File: config.mk
export PLATFORM = sky130hd
export DESIGN_NAME = linear_accum_crelu
export DESIGN_NICKNAME = d
export VERILOG_FILES = /design/src/rtl/nnue_pkg.sv /design/src/rtl/crelu_requant.sv /design/src/rtl/linear_accum_crelu.sv
export SDC_FILE = /design/constraint.sdc
export NUM_CORES = 2
export LEC_CHECK = 0
export ABC_AREA = 0
export CORE_UTILIZATION = 45
export CTS_BUF_LIST = sky130_fd_sc_hd__clkbuf_2 sky130_fd_sc_hd__clkbuf_4 sky130_fd_sc_hd__clkbuf_8
export DETAILED_ROUTE_END_ITERATION = 6
export PLACE_DENSITY = 0.66
export REMOVE_ABC_BUFFERS = 1
export SYNTH_ARGS = -nofsm -noshare
export SYNTH_HDL_FRONTEND = slang
export SYNTH_SLANG_ARGS = --single-unit
File: constraint.sdc
create_clock -name clk -period 7.6 [get_ports clk]
set_input_delay 1.14 -clock clk [delete_from_list [all_inputs] [get_ports clk]]
set_output_delay 1.14 -clock clk [all_outputs]
set_load 0.02 [all_outputs]
File: src/rtl/nnue_pkg.sv
// Shared widths, clamp limit and FSM state encoding for the NNUE datapath stages.
package nnue_pkg;
  localparam int PSUM_W    = 16;
  localparam int ACT_W     = 8;
  localparam int CRELU_MAX = 127;

  typedef enum logic {
    ACCUM = 1'b0,
    EMIT  = 1'b1
  } state_t;
endpackage

File: src/rtl/crelu_requant.sv
// Single-lane requantiser: arithmetic right shift, then clipped ReLU into 0..127.
module crelu_requant
  import nnue_pkg::*;
#(
  parameter int ACC_W = 32,
  parameter int SHIFT = 6
) (
  input  logic [ACC_W-1:0] acc,
  output logic [ACT_W-1:0] act
);
  logic [ACC_W-1:0] shifted;

  assign shifted = ACC_W'($signed(acc) >>> SHIFT);

  // Non-negative values with any bit at or above bit 7 exceed the clamp limit.
  always_comb begin
    if (shifted[ACC_W-1])
      act = '0;
    else if (|shifted[ACC_W-2:ACT_W-1])
      act = ACT_W'(CRELU_MAX);
    else
      act = shifted[ACT_W-1:0];
  end
endmodule

File: src/rtl/linear_accum_crelu.sv
// Accumulates TILES partial-sum tiles per lane on top of a bias, then emits a
// clipped-ReLU int8 activation vector through a valid/ready handshake.
module linear_accum_crelu
  import nnue_pkg::*;
#(
  parameter int P     = 16,
  parameter int TILES = 32,
  parameter int ACC_W = 32,
  parameter int SHIFT = 6,
  localparam int TW   = (TILES > 1) ? $clog2(TILES) : 1
) (
  input  logic                       clk,
  input  logic                       rst_n,
  input  logic                       clr,
  input  logic                       in_valid,
  output logic                       in_ready,
  input  logic [0:P-1][PSUM_W-1:0]   psum,
  input  logic [0:P-1][ACC_W-1:0]    bias,
  output logic [TW-1:0]              tile_idx,
  output logic                       out_valid,
  input  logic                       out_ready,
  output logic [0:P-1][ACT_W-1:0]    out
);
  typedef logic [0:P-1][PSUM_W-1:0] psum_vec_t;
  typedef logic [0:P-1][ACT_W-1:0]  act_vec_t;

  state_t           state_reg;
  logic [TW-1:0]    tile_idx_reg;
  logic [ACC_W-1:0] acc_reg  [P];
  logic [ACC_W-1:0] acc_next [P];
  act_vec_t         act_next;
  act_vec_t         out_reg;
  psum_vec_t        psum_in;
  logic             accept;
  logic             last_tile;

  assign psum_in   = psum;
  assign accept    = (state_reg == ACCUM) && in_valid && !clr;
  assign last_tile = (tile_idx_reg == TW'(TILES - 1));

  // Tile 0 starts from the bias, so an aborted vector needs no accumulator clear.
  for (genvar gi = 0; gi < P; gi++) begin : g_lane
    logic [ACC_W-1:0] base;
    assign base          = (tile_idx_reg == '0) ? bias[gi] : acc_reg[gi];
    assign acc_next[gi]  = base + ACC_W'($signed(psum_in[gi]));

    crelu_requant #(
      .ACC_W (ACC_W),
      .SHIFT (SHIFT)
    ) u_crelu (
      .acc (acc_next[gi]),
      .act (act_next[gi])
    );
  end

  always_ff @(posedge clk or negedge rst_n) begin
    if (!rst_n) begin
      state_reg    <= ACCUM;
      tile_idx_reg <= '0;
      out_reg      <= '0;
      for (int i = 0; i < P; i++) acc_reg[i] <= '0;
    end else begin
      case (state_reg)
        ACCUM: begin
          if (clr) begin
            tile_idx_reg <= '0;
          end else if (accept) begin
            for (int i = 0; i < P; i++) acc_reg[i] <= acc_next[i];
            if (last_tile) begin
              tile_idx_reg <= '0;
              out_reg      <= act_next;
              state_reg    <= EMIT;
            end else begin
              tile_idx_reg <= tile_idx_reg + TW'(1);
            end
          end
        end
        EMIT: begin
          // clr is deliberately ignored here so a finished vector is never lost.
          if (out_ready) state_reg <= ACCUM;
        end
        default: state_reg <= ACCUM;
      endcase
    end
  end

  assign in_ready  = (state_reg == ACCUM);
  assign out_valid = (state_reg == EMIT);
  assign tile_idx  = tile_idx_reg;
  assign out       = out_reg;
endmodule
==> flow_summary_export.csv <==
group,metric,value,unit
setup_path,crit_type,"reg -> reg",
logic_synthesis,synth_cells,7659,
flow_run,cap_violations,0,
power_and_ir_drop,leakagePower,32.92,nW
cells_and_area,fin_nets,9724,
timing,tns,0,ns
logic_synthesis,synth_edf_count,0,
place,pre_cts_slack,1.618,ns
clocking,path_clk_slew,0.06,ns
global_route,grt.overflow.total,0,
logic_synthesis,ys_warn_count,0,
setup_path,crit_path_end_kind,"register",
routing,wl_per_cell,20.44,um
logic_synthesis,synth_area_leaders,"dfrtp_1 28%, nand2_1 16%, ha_1 12%",
clocking,cts_hold_buf,0,
clocking,post_cts_buffers,0,
logic_synthesis,syn-cell-area,56940,um2
place,place_area,67380,um2
setup_path,critPathRequiredTime,8.33,ns
routing,wl,208500,um
logic_synthesis,avgSynthCellArea,7.434,um2
logic_synthesis,synth_most_common_cell,"nand2_1",
timing,worst_clock_skew,0.04030,ns
setup_path,worstPathMaxFanout,77,
status,status,"finished clean",
setup_path,crit_chain,"inv_1 > ha_1 > or4b_4 > buf_12 > nand2_1 > nand2_1 > ha_1 > fa_1 > a211oi_1 > o21bai_1 > a211oi_1 > nor3b_1 > nor3_1 > a21boi_0 > or3_1 > a2111oi_0 > nand4_1 > and4b_1 > a21oi_1",
clocking,h-tree-depth,4,
global_route,antenna_found_initial,78,
routing,num_vias,58560,
global_route,grt_max_degree,159,
floorplan,start_util,45.34,%
place,port_buffers,907,
routing,drc,0,
logic_synthesis,async_flop_share,100.0,%
setup_path,slowest_stage,"or4b_4",
timing,rsz0062_at_grt,"no",
floorplan,num_io_pins,908,
routing,drtPass1Iterations,6,
timing,fin_ws,1.560,ns
logic_synthesis,synth_seq_cells,646,
floorplan,dieArea,128000,um2
logic_synthesis,yosysUniqueCellTypes,96,
timing,timing.final.max_slew_violations,0,
logic_synthesis,yosys.area.top_type,"dfrtp_1",
setup_path,start_kind,"register",
cells_and_area,final_area,70430,um2
routing,drtAntennaViolNets,0,
timing,worst_pin_slew,1.052,ns
setup_path,worstPathArrival,6.77,ns
place,globalplace.congestion,0.9675,
timing,setup_viol,0,
setup_path,crit_buf_inv,2,
timing,fmax,165.6,MHz
floorplan,dieWidth,357.7,um
clocking,cts_sinks,646,
logic_synthesis,synthDominantCellAreaShare,28.39,%
cells_and_area,final_util,56.09,%
global_route,first_global_vias,56310,
logic_synthesis,ys_seq_area_share,28.39,%
logic_synthesis,ys_top_cells_by_count,"2452 x nand2_1, 699 x o21ai_0, 646 x dfrtp_1",
power_and_ir_drop,power.density,272.9,nW/um2
cells_and_area,largest_reg_flops,512,
clocking,cts_buffers,133,
place,dp_cells,9919,
timing,hold_viol_final,0,
logic_synthesis,ys.flop_type,"dfrtp_1",
power_and_ir_drop,ir_drop,0.0001724,V
min_path,min_path_type,"in -> async",
setup_path,r2r_start,"tile_idx[0]$_DFFE_PN0P_",
setup_path,cp_top_family,"simple AND/OR/NAND/NOR gates",
timing,period_share,79.47,%
clocking,cts_tree,"done",
routing,via_per_inst,5.742,
global_route,grt_util_all_layers,31.68,%
cells_and_area,nFillCells,12020,
cells_and_area,area_delta_synth_final,23.69,%
floorplan,core,125600,um2
floorplan,rows,130,
clocking,root_buffer,"clkbuf_8",
place,dp_hpwl,160000,um
clocking,cts.repair.resized,0,
global_route,grt_pass1_wl,318900,um
clocking,clockBufferDepth,3,
timing,slew_headroom,29.86,%
routing,drt_iter0_drc,4426,
clocking,worstSkewPairLatency,0.89,ns
cells_and_area,drive_gt1_share,4.810,%
timing,period_minus_slack,6.040,ns
cells_and_area,layout.cells.non_filler,10200,
floorplan,die_h,357.7,um
setup_path,cpPeakStageDelay,0.80,ns
setup_path,cp-startpoint,"tile_idx[0]$_DFFE_PN0P_",
## cell families after synthesis
| family | after synthesis | share of synthesized area [%] |
|---|---|---|
| XOR/XNOR | 445 | 6.869 |
| adder cells (fa/ha/maj) | 547 | 12.23 |
| multiplexers | 77 | 1.457 |
| flip-flops | 646 | 28.39 |
| buffers and inverters | 433 | 2.892 |
| AND/OR/NAND/NOR | 3442 | 25.48 |
| AO/OA/AOI/OAI | 2069 | 22.68 |
## metrics by stage
step	hold WS, ns	total power (W)
finish	0.2632	0.01922
detailed placement	0.4564	0.01496
global route	0.2612	0.02075
CTS	0.2138	0.01920
floorplan	0.4386	0.01269
global placement	0.4518	0.01484
## path summary, 6_finish.rpt
kind	to	slack, ns	depth (start not counted)
worst min-delay path	acc_reg[32]$_DFFE_PN0P_	0.26	1
min in group clk	acc_reg[165]$_DFFE_PN0P_	0.47	2
worst min register to register	acc_reg[165]$_DFFE_PN0P_	0.47	2
max in group asynchronous	out[55]$_DFFE_PN0P_	5.82	2
worst max-delay path	out[37]$_DFFE_PN0P_	1.56	19
worst max register to register	out[37]$_DFFE_PN0P_	1.56	19
## layout by cell type, fill, tap and decap left out, types with 45 or more instances in the layout
| cell | count |
|---|---|
| o21bai_1 | 59 |
| dfrtp_1 | 646 |
| xor2_1 | 200 |
| a21o_1 | 186 |
| nor2_1 | 373 |
| nor3_1 | 73 |
| clkbuf_8 | 161 |
| inv_1 | 86 |
| nand4_1 | 105 |
| o31ai_1 | 47 |
| o21a_1 | 65 |
| a21oi_1 | 497 |
| xnor2_1 | 244 |
| clkdlybuf4s50_1 | 906 |
| and2_1 | 55 |
| a31oi_1 | 65 |
| diode_2 | 46 |
| ha_1 | 531 |
| o21ai_0 | 699 |
| and3_1 | 45 |
| nand2_1 | 2451 |
| mux2_2 | 47 |
| nand3_1 | 104 |
| a211oi_1 | 133 |
## power breakdown
| group | leakage, nW | total (W) | switching (W) | internal, W |
|---|---|---|---|---|
| clock | 1.55 | 0.00413 | 0.00181 | 0.00232 |
| combinational | 23.2 | 0.00988 | 0.00592 | 0.00396 |
| sequential | 8.17 | 0.00521 | 0.000612 | 0.00460 |
| total | 32.9 | 0.0192 | 0.00834 | 0.0109 |
## layer usage
metal  GRT usage, %  part of all wire (%)  vias up
met4          14.96                   4.3       62
met1          41.06                    43    27660
li1               -                     -    28470
met5              0                  0.19        -
met2          50.44                    45     1962
met3          6.494                   7.2      411
## area by class of cell
cell class	instances	area (um2)	share of cell area, %
diodes	46	115.1	0.1634
clock buffers	196	2479	3.519
clock inverters	39	459.2	0.6520
inverters	86	322.8	0.4583
multi-input cells	6580	39160	55.61
flip-flops and latches	646	16170	22.95
well taps	1650	2064	2.931
repair buffers	957	9659	13.71
(Power assumes the default switching activity.)
